[config.mk]
export PLATFORM = sky130hd
export DESIGN_NAME = alu_seq
export DESIGN_NICKNAME = d
export VERILOG_FILES = /design/src/rtl/alu_pkg.sv /design/src/rtl/alu_muldiv_iter.sv /design/src/rtl/alu_seq.sv
export SDC_FILE = /design/constraint.sdc
export NUM_CORES = 1
export LEC_CHECK = 0
export CORE_MARGIN = 3
export CORE_UTILIZATION = 25
export DETAILED_ROUTE_END_ITERATION = 12
export SYNTH_ARGS = -nofsm -noshare
export SYNTH_HDL_FRONTEND = slang
export SYNTH_HIERARCHICAL = 1
export SYNTH_SLANG_ARGS = --single-unit
export TNS_END_PERCENT = 100
[constraint.sdc]
create_clock -name clk -period 6 [get_ports clk]
set_clock_uncertainty 0.15 [all_clocks]
set_input_delay 1.8 -clock clk [delete_from_list [all_inputs] [get_ports clk]]
set_output_delay 1.8 -clock clk [all_outputs]
set_load 0.02 [all_outputs]
[src/rtl/alu_pkg.sv]
// Shared opcode map and FSM state encoding for the sequential ALU.
package alu_pkg;

    typedef logic [3:0] opcode_t;

    localparam opcode_t OP_ADD = 4'd0;
    localparam opcode_t OP_SUB = 4'd1;
    localparam opcode_t OP_AND = 4'd2;
    localparam opcode_t OP_OR  = 4'd3;
    localparam opcode_t OP_MUL = 4'd4;
    localparam opcode_t OP_DIV = 4'd5;
    localparam opcode_t OP_SHL = 4'd6;
    localparam opcode_t OP_SHR = 4'd7;
    localparam opcode_t OP_ROL = 4'd8;
    localparam opcode_t OP_ROR = 4'd9;

    typedef enum logic [1:0] {StIdle, StBusy, StFix, StDone} state_e;

endpackage

[src/rtl/alu_muldiv_iter.sv]
// Iterative unsigned engine: shift-add multiply or restoring divide, one bit per cycle.
module alu_muldiv_iter #(
    parameter int unsigned WIDTH = 16
) (
    input  logic             clk,
    input  logic             rst,
    input  logic             start,
    input  logic             is_div,
    input  logic [WIDTH-1:0] a,
    input  logic [WIDTH-1:0] b,
    output logic             done,
    output logic [WIDTH-1:0] hi,
    output logic [WIDTH-1:0] lo
);
    localparam int unsigned CW = $clog2(WIDTH);

    logic [WIDTH-1:0] hi_q, hi_d, lo_q, lo_d, b_q;
    logic             div_q, run_q;
    logic [CW-1:0]    cnt_q;
    logic [WIDTH:0]   mul_sum, mul_acc, div_trial;

    assign mul_sum   = {1'b0, hi_q} + {1'b0, b_q};
    assign mul_acc   = lo_q[0] ? mul_sum : {1'b0, hi_q};
    assign div_trial = {hi_q, lo_q[WIDTH-1]} - {1'b0, b_q};

    always_comb begin
        hi_d = hi_q;
        lo_d = lo_q;
        if (div_q) begin
            // Borrow out of the trial subtract means the divisor did not fit.
            if (!div_trial[WIDTH]) begin
                hi_d = div_trial[WIDTH-1:0];
                lo_d = {lo_q[WIDTH-2:0], 1'b1};
            end else begin
                hi_d = {hi_q[WIDTH-2:0], lo_q[WIDTH-1]};
                lo_d = {lo_q[WIDTH-2:0], 1'b0};
            end
        end else begin
            hi_d = mul_acc[WIDTH:1];
            lo_d = {mul_acc[0], lo_q[WIDTH-1:1]};
        end
    end

    assign done = run_q && (cnt_q == CW'(WIDTH - 1));
    assign hi   = hi_q;
    assign lo   = lo_q;

    always_ff @(posedge clk) begin
        if (rst) begin
            hi_q  <= '0;
            lo_q  <= '0;
            b_q   <= '0;
            div_q <= 1'b0;
            run_q <= 1'b0;
            cnt_q <= '0;
        end else if (start) begin
            hi_q  <= '0;
            lo_q  <= a;
            b_q   <= b;
            div_q <= is_div;
            run_q <= 1'b1;
            cnt_q <= '0;
        end else if (run_q) begin
            hi_q  <= hi_d;
            lo_q  <= lo_d;
            cnt_q <= cnt_q + 1'b1;
            if (done) run_q <= 1'b0;
        end
    end

endmodule

[src/rtl/alu_seq.sv]
// Handshaked ALU: registered single-cycle ops plus iterative signed MUL/DIV with sign fix-up.
module alu_seq
    import alu_pkg::*;
#(
    parameter int unsigned WIDTH = 16
) (
    input  logic             clk,
    input  logic             rst,
    input  logic             in_valid,
    output logic             in_ready,
    input  logic [3:0]       op,
    input  logic [WIDTH-1:0] in1,
    input  logic [WIDTH-1:0] in2,
    output logic             out_valid,
    input  logic             out_ready,
    output logic [WIDTH-1:0] out1,
    output logic [WIDTH-1:0] out2,
    output logic             overflow,
    output logic             div_zero,
    output logic             illegal
);
    localparam int unsigned SHW = $clog2(WIDTH);
    localparam logic [WIDTH-1:0] MinVal = {1'b1, {(WIDTH-1){1'b0}}};

    state_e           state_q, state_d;
    opcode_t          op_q;
    logic [WIDTH-1:0] a_q, b_q;
    logic [WIDTH-1:0] out1_q, out1_d, out2_q, out2_d;
    logic             ov_q, ov_d, dz_q, dz_d, ill_q, ill_d;

    logic             accept, is_md, eng_done, big_shift;
    logic [SHW-1:0]   amt;
    logic [WIDTH-1:0] sum, diff, abs_a, abs_b, eng_hi, eng_lo;
    logic [2*WIDTH-1:0] rot_l, rot_r;
    logic [WIDTH-1:0] sc_out1;
    logic             sc_ov, sc_ill;

    assign in_ready  = (state_q == StIdle);
    assign out_valid = (state_q == StDone);
    assign accept    = in_valid && in_ready;
    assign is_md     = (op == OP_MUL) || (op == OP_DIV);

    assign sum       = in1 + in2;
    assign diff      = in1 - in2;
    assign amt       = in2[SHW-1:0];
    assign big_shift = |in2[WIDTH-1:SHW];
    assign rot_l     = {in1, in1} << amt;
    assign rot_r     = {in1, in1} >> amt;
    assign abs_a     = in1[WIDTH-1] ? -in1 : in1;
    assign abs_b     = in2[WIDTH-1] ? -in2 : in2;

    always_comb begin
        sc_out1 = '0;
        sc_ov   = 1'b0;
        sc_ill  = 1'b0;
        case (op)
            OP_ADD: begin
                sc_out1 = sum;
                sc_ov   = (in1[WIDTH-1] == in2[WIDTH-1]) && (sum[WIDTH-1] != in1[WIDTH-1]);
            end
            OP_SUB: begin
                sc_out1 = diff;
                sc_ov   = (in1[WIDTH-1] != in2[WIDTH-1]) && (diff[WIDTH-1] != in1[WIDTH-1]);
            end
            OP_AND: sc_out1 = in1 & in2;
            OP_OR:  sc_out1 = in1 | in2;
            OP_MUL, OP_DIV: sc_out1 = '0;
            OP_SHL: sc_out1 = big_shift ? '0 : (in1 << amt);
            OP_SHR: sc_out1 = big_shift ? '0 : (in1 >> amt);
            OP_ROL: sc_out1 = rot_l[2*WIDTH-1:WIDTH];
            OP_ROR: sc_out1 = rot_r[WIDTH-1:0];
            default: sc_ill = 1'b1;
        endcase
    end

    alu_muldiv_iter #(
        .WIDTH (WIDTH)
    ) u_muldiv (
        .clk    (clk),
        .rst    (rst),
        .start  (accept && is_md),
        .is_div (op == OP_DIV),
        .a      (abs_a),
        .b      (abs_b),
        .done   (eng_done),
        .hi     (eng_hi),
        .lo     (eng_lo)
    );

    // Sign fix-up of the magnitude result.
    logic               neg;
    logic [2*WIDTH-1:0] prod_u, prod_s;
    logic [WIDTH-1:0]   quo_s, rem_s, fx_out1, fx_out2;
    logic               fx_ov, fx_dz;

    assign neg    = a_q[WIDTH-1] ^ b_q[WIDTH-1];
    assign prod_u = {eng_hi, eng_lo};
    assign prod_s = neg ? -prod_u : prod_u;
    assign quo_s  = neg ? -eng_lo : eng_lo;
    assign rem_s  = a_q[WIDTH-1] ? -eng_hi : eng_hi;

    always_comb begin
        fx_out1 = quo_s;
        fx_out2 = rem_s;
        fx_ov   = 1'b0;
        fx_dz   = 1'b0;
        if (op_q == OP_MUL) begin
            {fx_out2, fx_out1} = prod_s;
            fx_ov = !((&prod_s[2*WIDTH-1:WIDTH-1]) || !(|prod_s[2*WIDTH-1:WIDTH-1]));
        end else if (b_q == '0) begin
            fx_out1 = '1;
            fx_out2 = a_q;
            fx_dz   = 1'b1;
        end else if (a_q == MinVal && b_q == '1) begin
            fx_out1 = MinVal;
            fx_out2 = '0;
            fx_ov   = 1'b1;
        end
    end

    always_comb begin
        state_d = state_q;
        out1_d  = out1_q;
        out2_d  = out2_q;
        ov_d    = ov_q;
        dz_d    = dz_q;
        ill_d   = ill_q;
        unique case (state_q)
            StIdle: begin
                if (accept) begin
                    out2_d = '0;
                    dz_d   = 1'b0;
                    if (is_md) begin
                        state_d = StBusy;
                        out1_d  = '0;
                        ov_d    = 1'b0;
                        ill_d   = 1'b0;
                    end else begin
                        state_d = StDone;
                        out1_d  = sc_out1;
                        ov_d    = sc_ov;
                        ill_d   = sc_ill;
                    end
                end
            end
            StBusy: if (eng_done) state_d = StFix;
            StFix: begin
                state_d = StDone;
                out1_d  = fx_out1;
                out2_d  = fx_out2;
                ov_d    = fx_ov;
                dz_d    = fx_dz;
            end
            StDone: if (out_ready) state_d = StIdle;
            default: state_d = StIdle;
        endcase
    end

    always_ff @(posedge clk) begin
        if (rst) begin
            state_q <= StIdle;
            op_q    <= OP_ADD;
            a_q     <= '0;
            b_q     <= '0;
            out1_q  <= '0;
            out2_q  <= '0;
            ov_q    <= 1'b0;
            dz_q    <= 1'b0;
            ill_q   <= 1'b0;
        end else begin
            state_q <= state_d;
            out1_q  <= out1_d;
            out2_q  <= out2_d;
            ov_q    <= ov_d;
            dz_q    <= dz_d;
            ill_q   <= ill_d;
            if (accept) begin
                op_q <= op;
                a_q  <= in1;
                b_q  <= in2;
            end
        end
    end

    assign out1     = out1_q;
    assign out2     = out2_q;
    assign overflow = ov_q;
    assign div_zero = dz_q;
    assign illegal  = ill_q;

endmodule

==> summary.txt <==
Status
  • Status: finished, final reports clean

Yosys
  • Syn_nets: 1986
  • Syn Area/Cell: 7.47 um^2
  • Mapped Area: 13800 um^2
  • Post-synth cell types: 81
  • Sequential-to-total area share from yosys stat: 0.184
  • Top post-synthesis cells by count: nand2_1 (197), nor2_1 (197), a21oi_1 (158), dfxtp_1 (127), clkbuf_1 (126)
  • Synth Instances: 1850
  • Yosys reg bits: 127
  • Post-synth EDFFs: 0
  • Top-area cell type share of the netlist area: 0.184
  • Post-synth ARST share: 0
  • Top post-synthesis cells by area: dfxtp_1 (18%), ha_1 (8.3%), a21oi_1 (5.7%), nand2_1 (5.3%), nor2_1 (5.3%)
  • Yosys Warn Count: 6
  • Synth area leader: dfxtp_1
  • Main flop type after synthesis: dfxtp_1

Clocking
  • Clock-pin slew on the worst setup and hold paths: 0.06 ns
  • CTS hold repair buffers: 0
  • Clock Latency Late Sink: 0.42 ns
  • CTS Buffer Depth: 2
  • Num CTS Buffers: 17
  • CTS tree: yes
  • Clock tree sinks: 127
  • Clock root cell: clkbuf_16
  • Postcts setup bufs: 0
  • Resized cells post-CTS: 0
  • Htree depth: 4

Setup path
  • Most frequent CP cell: a21oi_1
  • Crit-path cells: clkdlybuf4s50_1, inv_1, ha_1, buf_4, nor3_1, a2111oi_0, o22a_1, a21oi_1, a211oi_1, a21oi_1, o31a_1
  • Worst path required time: 6.16 ns
  • FF-to-FF path depth: 7
  • CP max-delay cell: a2111oi_0
  • R2R Path Start: u_muldiv/hi[12]
  • Crit path buf inv count: 3
  • Kind of critical path: input pin to flop
  • Setup crit end kind: flop
  • Critical path's top delay family: compound AO/OA/AOI/OAI gates
  • R2r endpoint: u_muldiv/hi[7]
  • Startpoint type of the worst setup path: input pin
  • R2R Setup Slk: 2.14 ns
  • Slowest cell delay on critical path: 0.93 ns
  • Critical path arrival: 5.43 ns
  • CP max FO: 9

STA
  • Setup TNS: 0 ns
  • Relative slew slack: 0.226
  • RSZ-0062 raised after global routing: no
  • Post-layout min period: 5.27 ns
  • Slew @ Worst Pin: 1.16 ns
  • Final Setup Violations: 0
  • Crit share post-route: 0.878
  • Slew Viols, Final: 0
  • Fmax: 0.190 GHz
  • Fin. Hold Viols: 0

Pwr
  • Psw: 1.81 mW
  • Fraction of power spent switching nets: 0.430
  • Pint: 2.41 mW
  • Leak pwr: 5.93 nW
  • Logic pwr share: 0.473
  • Register share of total power: 0.258
  • P per Cell Area: 263 nW/um^2
  • Clk pwr share: 0.269
  • Peak VDD IR: 0.193 mV

GRT
  • Vias in the first global route: 14100
  • Initial antenna violation count: 0
  • Grt ovf: 0
  • GRT Overall Usage: 0.196
  • Largest net degree at the start of global routing: 69
  • First-pass GRT wire length: 88300 um

Floorplan
  • Num rows: 85
  • CORE AREA: 54200 um^2
  • Initial Util: 0.255
  • Die area: 58200 um^2
  • Vert. Die Dim: 241 um
  • I/O pin count: 77
  • Die X: 241 um

Place
  • Final HPWL DP: 44600 um
  • DP Area: 15400 um^2
  • Gpl congestion: 1.01
  • PortBufs: 76

Route
  • First-pass DRT Iterations: 5
  • Vias per std cell: 5.82
  • DR vias: 15000
  • 1st-iter DRT viols: 1821
  • ANT nets after route: 0
  • Total Wirelength: 58100 um
  • Wire length per cell: 22.6 um
  • # DRC: 0

Layout
  • Final instance area: 16100 um^2
  • Antenna cells: 0
  • # fillers: 5736
  • Final nets: 2004
  • Layout cells sized above 1: 0.0968
  • Area Growth Syn to Fin: 16.3%

Hold path
  • Worst Hold Endpoint: out2[4]
  • Worst Hold Class: flop to flop
  • Hold Path Depth: 2
  • Hold_sp: out2[4]

Flow run
  • Max Cap Violations: 0
==> logic make-up (layout without fill, tap and decap cells) <==
logic type,count (synthesis),count (layout),synth area share
fa+ha+maj,96,96,0.0890
flops,127,127,0.184
simple gates,629,629,0.213
xor+xnor,92,92,0.0583
buf+inv,241,272,0.0670
compound gates,547,547,0.273
mux,118,118,0.116
==> how the worst max path moves through the flow <==
stage	startpoint	endpoint	slack, ns	cells past startpoint
floorplan	in2[1]	out1[15]	0.37	13
global placement	in1[1]	out1[15]	0.36	11
detailed placement	in1[1]	out1[15]	0.41	11
CTS	in1[1]	out1[15]	0.86	11
global route	in1[1]	out1[15]	0.60	11
finish	in2[4]	out1[5]	0.73	11
==> worst reg2reg max path, delay by kind of cell (launching register included) <==
| family | cells | cell delay, ns |
|---|---|---|
| multiplexers | 1 | 0.42 |
| flip-flops | 1 | 0.72 |
| adder cells (fa/ha/maj) | 1 | 0.44 |
| AO/OA/AOI/OAI | 5 | 2.00 |
==> power by group through the flow <==
| stage | registers, mW | logic (mW) | clock network [mW] |
|---|---|---|---|
| global placement | 1.10 | 1.94 | 0 |
| global route | 1.11 | 2.15 | 1.19 |
| CTS | 1.09 | 1.96 | 1.15 |
| finish | 1.09 | 2.00 | 1.14 |
| detailed placement | 1.11 | 1.95 | 0 |
| floorplan | 1.12 | 1.29 | 0 |
==> area by class of cell <==
| class | instances | area (um^2) | area share |
|---|---|---|---|
| well taps | 696 | 871 | 0.0542 |
| repair buffers | 146 | 1270 | 0.0792 |
| flip-flops and latches | 127 | 2540 | 0.158 |
| clock inverters | 12 | 185 | 0.0115 |
| multi-input cells | 1482 | 10400 | 0.647 |
| clock buffers | 20 | 457 | 0.0284 |
| inverters | 94 | 353 | 0.0219 |
==> stage by stage <==
step	std cells	worst slack [ns]	hold slack (ns)	power, mW	util
6_report	2577	0.733	0.311	4.22	0.296
5_1_grt	2577	0.600	0.342	4.45	0.296
4_1_cts	2577	0.857	0.315	4.20	0.296
3_5_place_dp	2545	0.410	0.306	3.06	0.285
3_3_place_gp	2545	0.365	0.300	3.04	0.285
2_1_floorplan	1850	0.373	0.290	2.41	-
==> registers in the layout, summed over array words and instances, names as in the netlist <==
name	flops
a_q	16
b_q	16
div_zero	1
illegal	1
op_q	4
out1	16
out2	16
overflow	1
state_q	2
u_muldiv/b_q	16
u_muldiv/cnt_q	4
u_muldiv/div_q	1
u_muldiv/hi	16
u_muldiv/lo	16
u_muldiv/run_q	1
==> cell usage in the layout (no fill, tap or decap), types with 45 or more instances in the layout <==
| master | n |
|---|---|
| nand2_1 | 197 |
| buf_4 | 71 |
| xnor2_1 | 60 |
| inv_1 | 92 |
| clkdlybuf4s50_1 | 73 |
| dfxtp_1 | 127 |
| nor2_1 | 197 |
| nor3_1 | 45 |
| o21ai_0 | 69 |
| mux2i_1 | 71 |
| a21oi_1 | 158 |
| ha_1 | 92 |
==> metal layers <==
metal	global-route usage	share of wire	vias up
li1	-	-	6871
met1	0.272	0.44	7240
met2	0.314	0.45	783
met3	0.0303	0.084	100
met4	0.0561	0.029	0
met5	0	0	-
Power figures use the tool's default switching activity.
